## config.mk

```make
export PLATFORM = sky130hd
export DESIGN_NAME = inst_encoder_flat
export DESIGN_NICKNAME = d
export VERILOG_FILES = /design/src/rtl/inst_encoder_if.sv /design/src/rtl/inst_encoder.sv /design/src/flat_wrapper.sv
export SDC_FILE = /design/constraint.sdc
export NUM_CORES = 1
export LEC_CHECK = 0
export ABC_AREA = 1
export CORE_UTILIZATION = 40
export CTS_BUF_LIST = sky130_fd_sc_hd__clkbuf_8 sky130_fd_sc_hd__clkbuf_16
export CTS_CLUSTER_SIZE = 12
export DETAILED_ROUTE_END_ITERATION = 16
export PLACE_DENSITY = 0.7
export SYNTH_ARGS = -nofsm -noshare
export SYNTH_HDL_FRONTEND = slang
export SYNTH_SLANG_ARGS = --single-unit
```

## constraint.sdc

```tcl
create_clock -name clk -period 6.54 [get_ports clk]
set_input_delay 1.308 -clock clk [delete_from_list [all_inputs] [get_ports clk]]
set_output_delay 1.308 -clock clk [all_outputs]
set_load 0.01 [all_outputs]
```

## src/rtl/inst_encoder_if.sv

```systemverilog
// Request/response bundle for inst_encoder: instruction fields in, encoded words with byte addresses out.
// The slave modport is the encoder's side. The master modport is the loader's or bench's side.
interface inst_encoder_if #(
  parameter int DEPTH = 4
);
  logic                     req_valid;
  logic                     req_ready;
  logic [2:0]               req_kind;
  logic [2:0]               req_funct3;
  logic                     req_f7b5;
  logic [4:0]               req_rd;
  logic [4:0]               req_rs1;
  logic [4:0]               req_rs2;
  logic [31:0]              req_imm;
  logic                     out_valid;
  logic                     out_ready;
  logic [31:0]              out_inst;
  logic [31:0]              out_addr;
  logic [$clog2(DEPTH):0]   level;
  logic                     err_illegal;

  modport master (
    output req_valid, req_kind, req_funct3, req_f7b5, req_rd, req_rs1, req_rs2, req_imm, out_ready,
    input  req_ready, out_valid, out_inst, out_addr, level, err_illegal
  );

  modport slave (
    input  req_valid, req_kind, req_funct3, req_f7b5, req_rd, req_rs1, req_rs2, req_imm, out_ready,
    output req_ready, out_valid, out_inst, out_addr, level, err_illegal
  );
endinterface

```

## src/rtl/inst_encoder.sv

```systemverilog
// RV32I field packer feeding a DEPTH-entry FIFO; an accepted word is visible on out_* one cycle later, with no req->out comb path.
// Backpressure: req_ready drops only when the FIFO is full, and a same-cycle pop does not reopen it.
module sync_fifo #(
  parameter int WIDTH = 32,
  parameter int DEPTH = 4
) (
  input  logic                       clk,
  input  logic                       reset,
  input  logic                       push_vld,
  output logic                       push_rdy,
  input  logic [WIDTH-1:0]           push_dat,
  output logic                       pop_vld,
  input  logic                       pop_rdy,
  output logic [WIDTH-1:0]           pop_dat,
  output logic [$clog2(DEPTH):0]     level
);
  localparam int AW = $clog2(DEPTH);

  logic [AW-1:0]    wr_ptr_q, wr_ptr_d, rd_ptr_q, rd_ptr_d;
  logic [AW:0]      level_q, level_d;
  logic [WIDTH-1:0] mem_q [DEPTH];
  logic [WIDTH-1:0] mem_d [DEPTH];
  logic             push_fire, pop_fire;

  assign push_rdy  = (level_q != (AW+1)'(DEPTH));
  assign pop_vld   = (level_q != '0);
  assign push_fire = push_vld && push_rdy;
  assign pop_fire  = pop_vld && pop_rdy;
  // Gating the output keeps out_inst at zero while the queue is empty.
  assign pop_dat   = pop_vld ? mem_q[rd_ptr_q] : '0;
  assign level     = level_q;

  always_comb begin
    mem_d    = mem_q;
    wr_ptr_d = wr_ptr_q;
    rd_ptr_d = rd_ptr_q;
    level_d  = level_q;
    if (push_fire) begin
      mem_d[wr_ptr_q] = push_dat;
      wr_ptr_d        = wr_ptr_q + AW'(1);
    end
    if (pop_fire) begin
      rd_ptr_d = rd_ptr_q + AW'(1);
    end
    if (push_fire && !pop_fire) begin
      level_d = level_q + (AW+1)'(1);
    end else if (!push_fire && pop_fire) begin
      level_d = level_q - (AW+1)'(1);
    end
  end

  always_ff @(posedge clk) begin
    if (reset) begin
      wr_ptr_q <= '0;
      rd_ptr_q <= '0;
      level_q  <= '0;
    end else begin
      wr_ptr_q <= wr_ptr_d;
      rd_ptr_q <= rd_ptr_d;
      level_q  <= level_d;
    end
  end

  always_ff @(posedge clk) begin
    mem_q <= mem_d;
  end
endmodule

module inst_encoder #(
  parameter int          DEPTH     = 4,
  parameter logic [31:0] BASE_ADDR = 32'h0000_0000
) (
  input  logic           clk,
  input  logic           reset,
  inst_encoder_if.slave  bus
);
  localparam logic [6:0] OP_R      = 7'b0110011;
  localparam logic [6:0] OP_LOAD   = 7'b0000011;
  localparam logic [6:0] OP_STORE  = 7'b0100011;
  localparam logic [6:0] OP_BRANCH = 7'b1100011;
  localparam logic [6:0] OP_OPIMM  = 7'b0010011;
  localparam logic [6:0] OP_JALR   = 7'b1100111;
  localparam logic [6:0] OP_JAL    = 7'b1101111;

  logic [31:0] enc_word;
  logic        fifo_push_rdy, fifo_pop_vld;
  logic        req_fire, illegal_fire;
  logic [31:0] out_addr_q, out_addr_d;
  logic        err_illegal_q, err_illegal_d;
  logic        unused_imm_hi;

  // Immediate bits above the widest format (JAL, bit 20) are dropped.
  assign unused_imm_hi = ^bus.req_imm[31:21];

  always_comb begin
    enc_word = '0;
    case (bus.req_kind)
      3'd0: enc_word = {1'b0, bus.req_f7b5, 5'b0, bus.req_rs2, bus.req_rs1, bus.req_funct3, bus.req_rd, OP_R};
      3'd1: enc_word = {bus.req_imm[11:0], bus.req_rs1, bus.req_funct3, bus.req_rd, OP_LOAD};
      3'd2: enc_word = {bus.req_imm[11:5], bus.req_rs2, bus.req_rs1, bus.req_funct3,
                        bus.req_imm[4:0], OP_STORE};
      3'd3: enc_word = {bus.req_imm[12], bus.req_imm[10:5], bus.req_rs2, bus.req_rs1, bus.req_funct3,
                        bus.req_imm[4:1], bus.req_imm[11], OP_BRANCH};
      3'd4: begin
        case (bus.req_funct3)
          3'b001:  enc_word = {7'b0, bus.req_imm[4:0], bus.req_rs1, bus.req_funct3, bus.req_rd, OP_OPIMM};
          3'b101:  enc_word = {1'b0, bus.req_f7b5, 5'b0, bus.req_imm[4:0], bus.req_rs1, bus.req_funct3,
                               bus.req_rd, OP_OPIMM};
          default: enc_word = {bus.req_imm[11:0], bus.req_rs1, bus.req_funct3, bus.req_rd, OP_OPIMM};
        endcase
      end
      3'd5: enc_word = {bus.req_imm[11:0], bus.req_rs1, 3'b000, bus.req_rd, OP_JALR};
      3'd6: enc_word = {bus.req_imm[20], bus.req_imm[10:1], bus.req_imm[11], bus.req_imm[19:12],
                        bus.req_rd, OP_JAL};
      default: enc_word = '0;
    endcase
  end

  // Kind 7 still completes the handshake; it only raises the sticky error.
  assign req_fire     = bus.req_valid && fifo_push_rdy;
  assign illegal_fire = req_fire && (bus.req_kind == 3'd7);

  sync_fifo #(.WIDTH(32), .DEPTH(DEPTH)) u_fifo (
    .clk      (clk),
    .reset    (reset),
    .push_vld (bus.req_valid && (bus.req_kind != 3'd7)),
    .push_rdy (fifo_push_rdy),
    .push_dat (enc_word),
    .pop_vld  (fifo_pop_vld),
    .pop_rdy  (bus.out_ready),
    .pop_dat  (bus.out_inst),
    .level    (bus.level)
  );

  always_comb begin
    out_addr_d    = out_addr_q;
    err_illegal_d = err_illegal_q || illegal_fire;
    if (fifo_pop_vld && bus.out_ready) begin
      out_addr_d = out_addr_q + 32'd4;
    end
  end

  always_ff @(posedge clk) begin
    if (reset) begin
      out_addr_q    <= BASE_ADDR;
      err_illegal_q <= 1'b0;
    end else begin
      out_addr_q    <= out_addr_d;
      err_illegal_q <= err_illegal_d;
    end
  end

  assign bus.req_ready   = fifo_push_rdy;
  assign bus.out_valid   = fifo_pop_vld;
  assign bus.out_addr    = out_addr_q;
  assign bus.err_illegal = err_illegal_q;
endmodule

```

## src/flat_wrapper.sv

```systemverilog
// flat-port wrapper written by rule: the top's interface ports become plain ports
module inst_encoder_flat 
#(
  parameter int          DEPTH     = 4,
  parameter logic [31:0] BASE_ADDR = 32'h0000_0000
)
  (clk, reset, bus_req_valid, bus_req_kind, bus_req_funct3, bus_req_f7b5, bus_req_rd, bus_req_rs1, bus_req_rs2, bus_req_imm, bus_out_ready, bus_req_ready, bus_out_valid, bus_out_inst, bus_out_addr, bus_level, bus_err_illegal);
  inst_encoder_if #(.DEPTH(DEPTH)) bus_i ();
  input  logic clk;
  input  logic reset;
  input wire logic [$bits(bus_i.req_valid)-1:0] bus_req_valid;
  input wire logic [$bits(bus_i.req_kind)-1:0] bus_req_kind;
  input wire logic [$bits(bus_i.req_funct3)-1:0] bus_req_funct3;
  input wire logic [$bits(bus_i.req_f7b5)-1:0] bus_req_f7b5;
  input wire logic [$bits(bus_i.req_rd)-1:0] bus_req_rd;
  input wire logic [$bits(bus_i.req_rs1)-1:0] bus_req_rs1;
  input wire logic [$bits(bus_i.req_rs2)-1:0] bus_req_rs2;
  input wire logic [$bits(bus_i.req_imm)-1:0] bus_req_imm;
  input wire logic [$bits(bus_i.out_ready)-1:0] bus_out_ready;
  output wire logic [$bits(bus_i.req_ready)-1:0] bus_req_ready;
  output wire logic [$bits(bus_i.out_valid)-1:0] bus_out_valid;
  output wire logic [$bits(bus_i.out_inst)-1:0] bus_out_inst;
  output wire logic [$bits(bus_i.out_addr)-1:0] bus_out_addr;
  output wire logic [$bits(bus_i.level)-1:0] bus_level;
  output wire logic [$bits(bus_i.err_illegal)-1:0] bus_err_illegal;
  assign bus_i.req_valid = bus_req_valid;
  assign bus_i.req_kind = bus_req_kind;
  assign bus_i.req_funct3 = bus_req_funct3;
  assign bus_i.req_f7b5 = bus_req_f7b5;
  assign bus_i.req_rd = bus_req_rd;
  assign bus_i.req_rs1 = bus_req_rs1;
  assign bus_i.req_rs2 = bus_req_rs2;
  assign bus_i.req_imm = bus_req_imm;
  assign bus_i.out_ready = bus_out_ready;
  assign bus_req_ready = bus_i.req_ready;
  assign bus_out_valid = bus_i.out_valid;
  assign bus_out_inst = bus_i.out_inst;
  assign bus_out_addr = bus_i.out_addr;
  assign bus_level = bus_i.level;
  assign bus_err_illegal = bus_i.err_illegal;
  inst_encoder #(.DEPTH(DEPTH), .BASE_ADDR(BASE_ADDR)) u_core (.clk(clk), .reset(reset), .bus(bus_i));
endmodule
```

### Word-level counts from Yosys, hierarchy flattened

Cells that the tools add are included.

* add/subtract/negate cells: 5
* bitwise gates (word level): 2
* equal/unequal tests: 11
* reductions and logical operators: 14
* order comparisons: 3
* muxes and demuxes: 11

Operator list (number)
* $pmux 32 s7: 1
* $bwmux 128: 1
* $mux 32: 4
* $bmux 32 s2: 1
* $demux 32 s2: 1
* $pmux 32 s2: 1
* $add 32x3->32 const B: 1
* $eq 3x3->1 const B: 5
* $logic_and 1x1->1: 8
* $eq 3x1->1 const B: 2
* $eq 3x2->1 const B: 2
* $ge 3x3->1 const B: 2
* $mux 3: 2
* $ne 3x3->1 const B: 2
* $not 2->3: 2
* $add 2x1->2 const B: 2
* $add 3x1->3 const B: 1
* $logic_not 3->1: 1
* $lt 3x1->1 const B: 1
* $reduce_bool 3->1: 1
* $sub 3x1->3 const B: 1
* $logic_not 1->1: 2
* $reduce_bool 2->1: 1
* $logic_or 1x1->1: 1

* output and inout bits: 70
* input bits: 58
* bits in registers: 168

### Logic depth before layout (Yosys ltp)

* depth after elaboration: 7
* gate-level depth with buffers: 12

### Hierarchy

A second synthesis with hierarchy kept.

* cells, all modules: 821
* area total of the unflattened synthesis: 7609.8 um^2

By module, submodules not included
* sync_fifo: seq. area each 3983.8 um^2, cells each 442, area each 5387.7 um^2, instances 1
* inst_encoder: seq. area each 620.6 um^2, cells each 379, area each 2222.1 um^2, instances 1

### Worst setup path before layout

No wires, ideal clock.

* path kind: in2reg
* start point: input port bus_req_kind[2]
* end point: register u_core.u_fifo.mem_q[100] in the netlist's numbering, enable pin
* data arrival time: 3.149 ns
* cell stages on the path: 5
* path buffers: 0
* setup slack: 2.972 ns
* setup time: 0.419 ns
* cell sequence: inv_1 nor2_1 inv_1 nand3_2 nor2_1

* cells in the longest elaborated chain, start to end: 3

Ends and longest elaborated chain
* start: declaration: RTL line flat_wrapper.sv:12 `input wire logic [$bits(bus_i.req_kind)-1:0] bus_req_kind;`
* $ne 3x3->1: RTL line inst_encoder.sv:126 `.push_vld (bus.req_valid && (bus.req_kind != 3'd7)),`
* $logic_and 1x1->1: RTL line inst_encoder.sv:126
* $logic_and 1x1->1: RTL line inst_encoder.sv:27 `assign push_fire = push_vld && push_rdy;`
* end signal: assignment: RTL line inst_encoder.sv:65 `mem_q <= mem_d;`
* end: declaration: RTL line inst_encoder.sv:21 `logic [WIDTH-1:0] mem_q [DEPTH];`

No other way between the ends.
A chain may end at the register's enable or synchronous reset.

### Worst setup path after layout

* start point: register u_core.u_fifo.rd_ptr_q[0]
* end point: output port bus_out_inst[1]

* cells in the longest elaborated chain, start to end: 5

Ends and longest elaborated chain
* start: declaration: RTL line inst_encoder.sv:19 `logic [AW-1:0] wr_ptr_q, wr_ptr_d, rd_ptr_q, rd_ptr_d;`
* start signal: assignment: RTL line inst_encoder.sv:59 `rd_ptr_q <= rd_ptr_d;`
* $not 2->3 (not written as such): RTL line inst_encoder.sv:30 `assign pop_dat = pop_vld ? mem_q[rd_ptr_q] : '0;`
* $bmux 32 s2: RTL line inst_encoder.sv:30
* $mux 32 (not written as such) (2 in series): RTL line inst_encoder.sv:30
* $mux 32: RTL line inst_encoder.sv:30
* end: declaration: RTL line flat_wrapper.sv:22 `output wire logic [$bits(bus_i.out_inst)-1:0] bus_out_inst;`

No other way between the ends. The select of a mux whose other input is x is not followed.

==> reports/metrics.cfg <==
[synthesis]
synth_area_per_cell_sq_um=9.37
synth_area_sq_um=7370
ys_seq_area_share_pct=60.9
ys_types=37
synth_cells=786
synth_seq_cells=162
ys.flop_type=edfxtp_1
yosys_warnings=0
synth_edf_count=124
synth-async-reset-ratio_pct=0

[drt]
wl_per_cell_um=15.4
wl_met2_mm=8.39
ant_nets=0
routed.top_layer=met4
viasPerCell=5.06
met3_length_mm=1.39
met1_length_mm=7.47
firstDrtPassIters=7
drcViolationCount=0
routed-via-count=5778
drt-total-wl_mm=17.5
drt_iter0_drc=385

[worst_setup_path]
critical_path.endpoint_type=output port
required_ns=5.23
critPathBufInv=3
arrival_ns=2.80
critical_path.top_delay_family=buffers and inverters
path_cells=inv_1, buf_4, o21ai_0, a21oi_1, clkdlybuf4s50_1
cp-start-kind=flop
crit_fanout=42
cpMaxStageDelayCell=clkdlybuf4s50_1
path_class=reg2out
cpPeakStageDelay_ns=0.60

[final_layout]
n_fill_cell=1611
post-route-util_pct=51.9
fin_cells=1141
area_growth_pct=27.0
antenna_cells=0
drive_above_1_share_pct=7.24
nNetsFinal=964

[clock_tree]
cts.sinks=162
cts_resized=0
cts.clk_slew.worst_paths_ns=0.06
clockBufferDepth=2
cts_root_buf=clkbuf_16
cts-buffers-inserted=17
cts-hold-fix-buffers=0
post_cts_buffers=0
insertion_delay_ns=0.42
htreeDepth=4
cts_tree=done

[floorplan]
die_area_sq_um=19000
die_h_um=138
row_count=49
die_w_um=138
core-area_sq_um=18000
ios=128
start_util_pct=40.9

[sta]
fin_hold_ws_ns=0.449
grt_setup_unrepaired=false
setup-tns-final_ns=0
max_clock_freq_mhz=244
fin_crit_ns=4.10
fin_skew_ns=0.00656
worstMarginPinSlew_ns=1.16
slew_headroom_pct=22.2
finalHoldViolations=0
fin_crit_sh_pct=62.7
drv_slew=0
setup_viol=0

[power_and_ir_drop]
p_seq_share_pct=38.8
power.leakage_uw=0.00347
p_sw_uw=994
clkPwrFrac_pct=32.1
swShare_pct=31.0
p_int_uw=2220
p_per_area_nw_per_um2=343
power_frac_comb_pct=29.0
irDropWorstVdd_v=0.000247

[global_route]
grt_antenna_before_repair=1
grt_max_degree=64
grt_pass1_vias=5472
grt_pass1_wl_mm=27.3
grtUsageTotal_pct=19.4
overflow=0

[worst_hold_path]
hold_path.class=reg2reg

[job]
drv_cap=0

[place]
globalplace.congestion=0.970
dp_hpwl_mm=10.9
dp.cells=1109
portBuffers=114

[run_status]
status=completed

-- layer usage --
layer / track usage, % / vias up
li1: - / 2860
met1: 23.4 / 2676
met2: 33.1 / 222
met3: 5.30 / 20
met4: 6.82 / 0
met5: 0 / -
-- cell type report --
type / instances / area (sq um) / area share [%]
clock buffers: 17 / 425 / 4.55
clock inverters: 15 / 195 / 2.09
inverters: 83 / 312 / 3.33
multi-input cells: 512 / 2440 / 26.1
flip-flops and latches: 162 / 4490 / 47.9
well taps: 229 / 287 / 3.06
repair buffers: 123 / 1210 / 12.9
-- final timing paths --
check	cells past startpoint	start	to	slack [ns]
hold / removal	2	u_core.bus.err_illegal	u_core.bus.err_illegal	0.45
hold reg to reg	2	u_core.bus.err_illegal	u_core.bus.err_illegal	0.45
setup reg to reg	11	u_core.u_fifo.level[0]	u_core.u_fifo.level[2]	4.32
setup / recovery	5	u_core.u_fifo.rd_ptr_q[0]	bus_out_inst[1]	2.44
-- cell usage after synthesis, types with 2 or more instances --
library cell  count  area [sq um]
clkbuf_1         16          60.1
nand2_1          93           349
a21oi_1          50           250
o21a_1            2          15.0
nor2_1          188           706
ha_1              6          75.1
nor3_1            8          40.0
nor2_4            4          45.0
edfxtp_1        124          3720
buf_2             7          35.0
buf_1             3          11.3
buf_4             3          22.5
xor2_1            2          17.5
nor2_2            4          25.0
nand2_4           4          45.0
a22o_1            5          43.8
inv_1            82           308
dfxtp_1          38           761
nand4_1          12          75.1
nand2_2           2          12.5
o21bai_1          8          60.1
nand3_1          20           100
or2_2             2          12.5
o21ai_0          90           450
-- state kept, by name, summed over array words and instances (netlist names) --
| register | flops |
|---|---|
| u_core.u_fifo.level | 3 |
| u_core.u_fifo.mem_q | 124 |
| u_core.bus.out_addr | 30 |
| u_core.bus.err_illegal | 1 |
| u_core.u_fifo.rd_ptr_q | 2 |
| u_core.u_fifo.wr_ptr_q | 2 |
-- metrics by stage --
step           setup WS [ns]  power (uW)  instance area, sq um
2_1_floorplan           2.97        1760                  7370
3_3_place_gp            2.67        2190                  8740
3_5_place_dp            2.64        2200                  8740
4_1_cts                 2.41        3230                  9360
5_1_grt                 2.22        3380                  9360
6_report                2.44        3210                  9360
-- layout by cell type, fill, tap and decap left out, types with 6 or more instances in the layout --
master,count
inv_1,82
nor2_2,8
clkdlybuf4s50_1,114
dfxtp_1,37
nor2_1,184
nand2_1,93
nor3_1,8
a21oi_1,50
nand3_1,20
edfxtp_1,124
inv_6,6
nand4_1,12
ha_1,6
o21ai_0,90
clkbuf_16,17
buf_4,9
o21bai_1,8
-- worst reg2reg max path: cells and delay by family, from the launching register on --
family	cells	cell delay [ns]
adders and majority gates	2	0.52
AOI/OAI and AO/OA	4	0.50
DFF	1	0.47
and+or+nand+nor	3	0.44
buffers and inverters	2	0.18
-- kinds of logic after synthesis --
group	Yosys count	synth area share [%]
buffers and inverters	113	6.13
other	1	0.0509
and+or+nand+nor	342	19.8
adders and majority gates	7	1.29
xor gates and xnor gates	2	0.238
DFF	162	60.9
AOI/OAI and AO/OA	159	11.6
-- power groups by stage --
| stage | Sequential, uW | Clock, uW | Combinational [uW] |
|---|---|---|---|
| 2_1_floorplan | 1270 | 0 | 491 |
| 3_3_place_gp | 1260 | 0 | 924 |
| 3_5_place_dp | 1270 | 0 | 931 |
| 4_1_cts | 1250 | 1050 | 941 |
| 5_1_grt | 1250 | 1090 | 1030 |
| 6_report | 1250 | 1030 | 933 |
No activity file was read; power rests on OpenSTA's default activity.
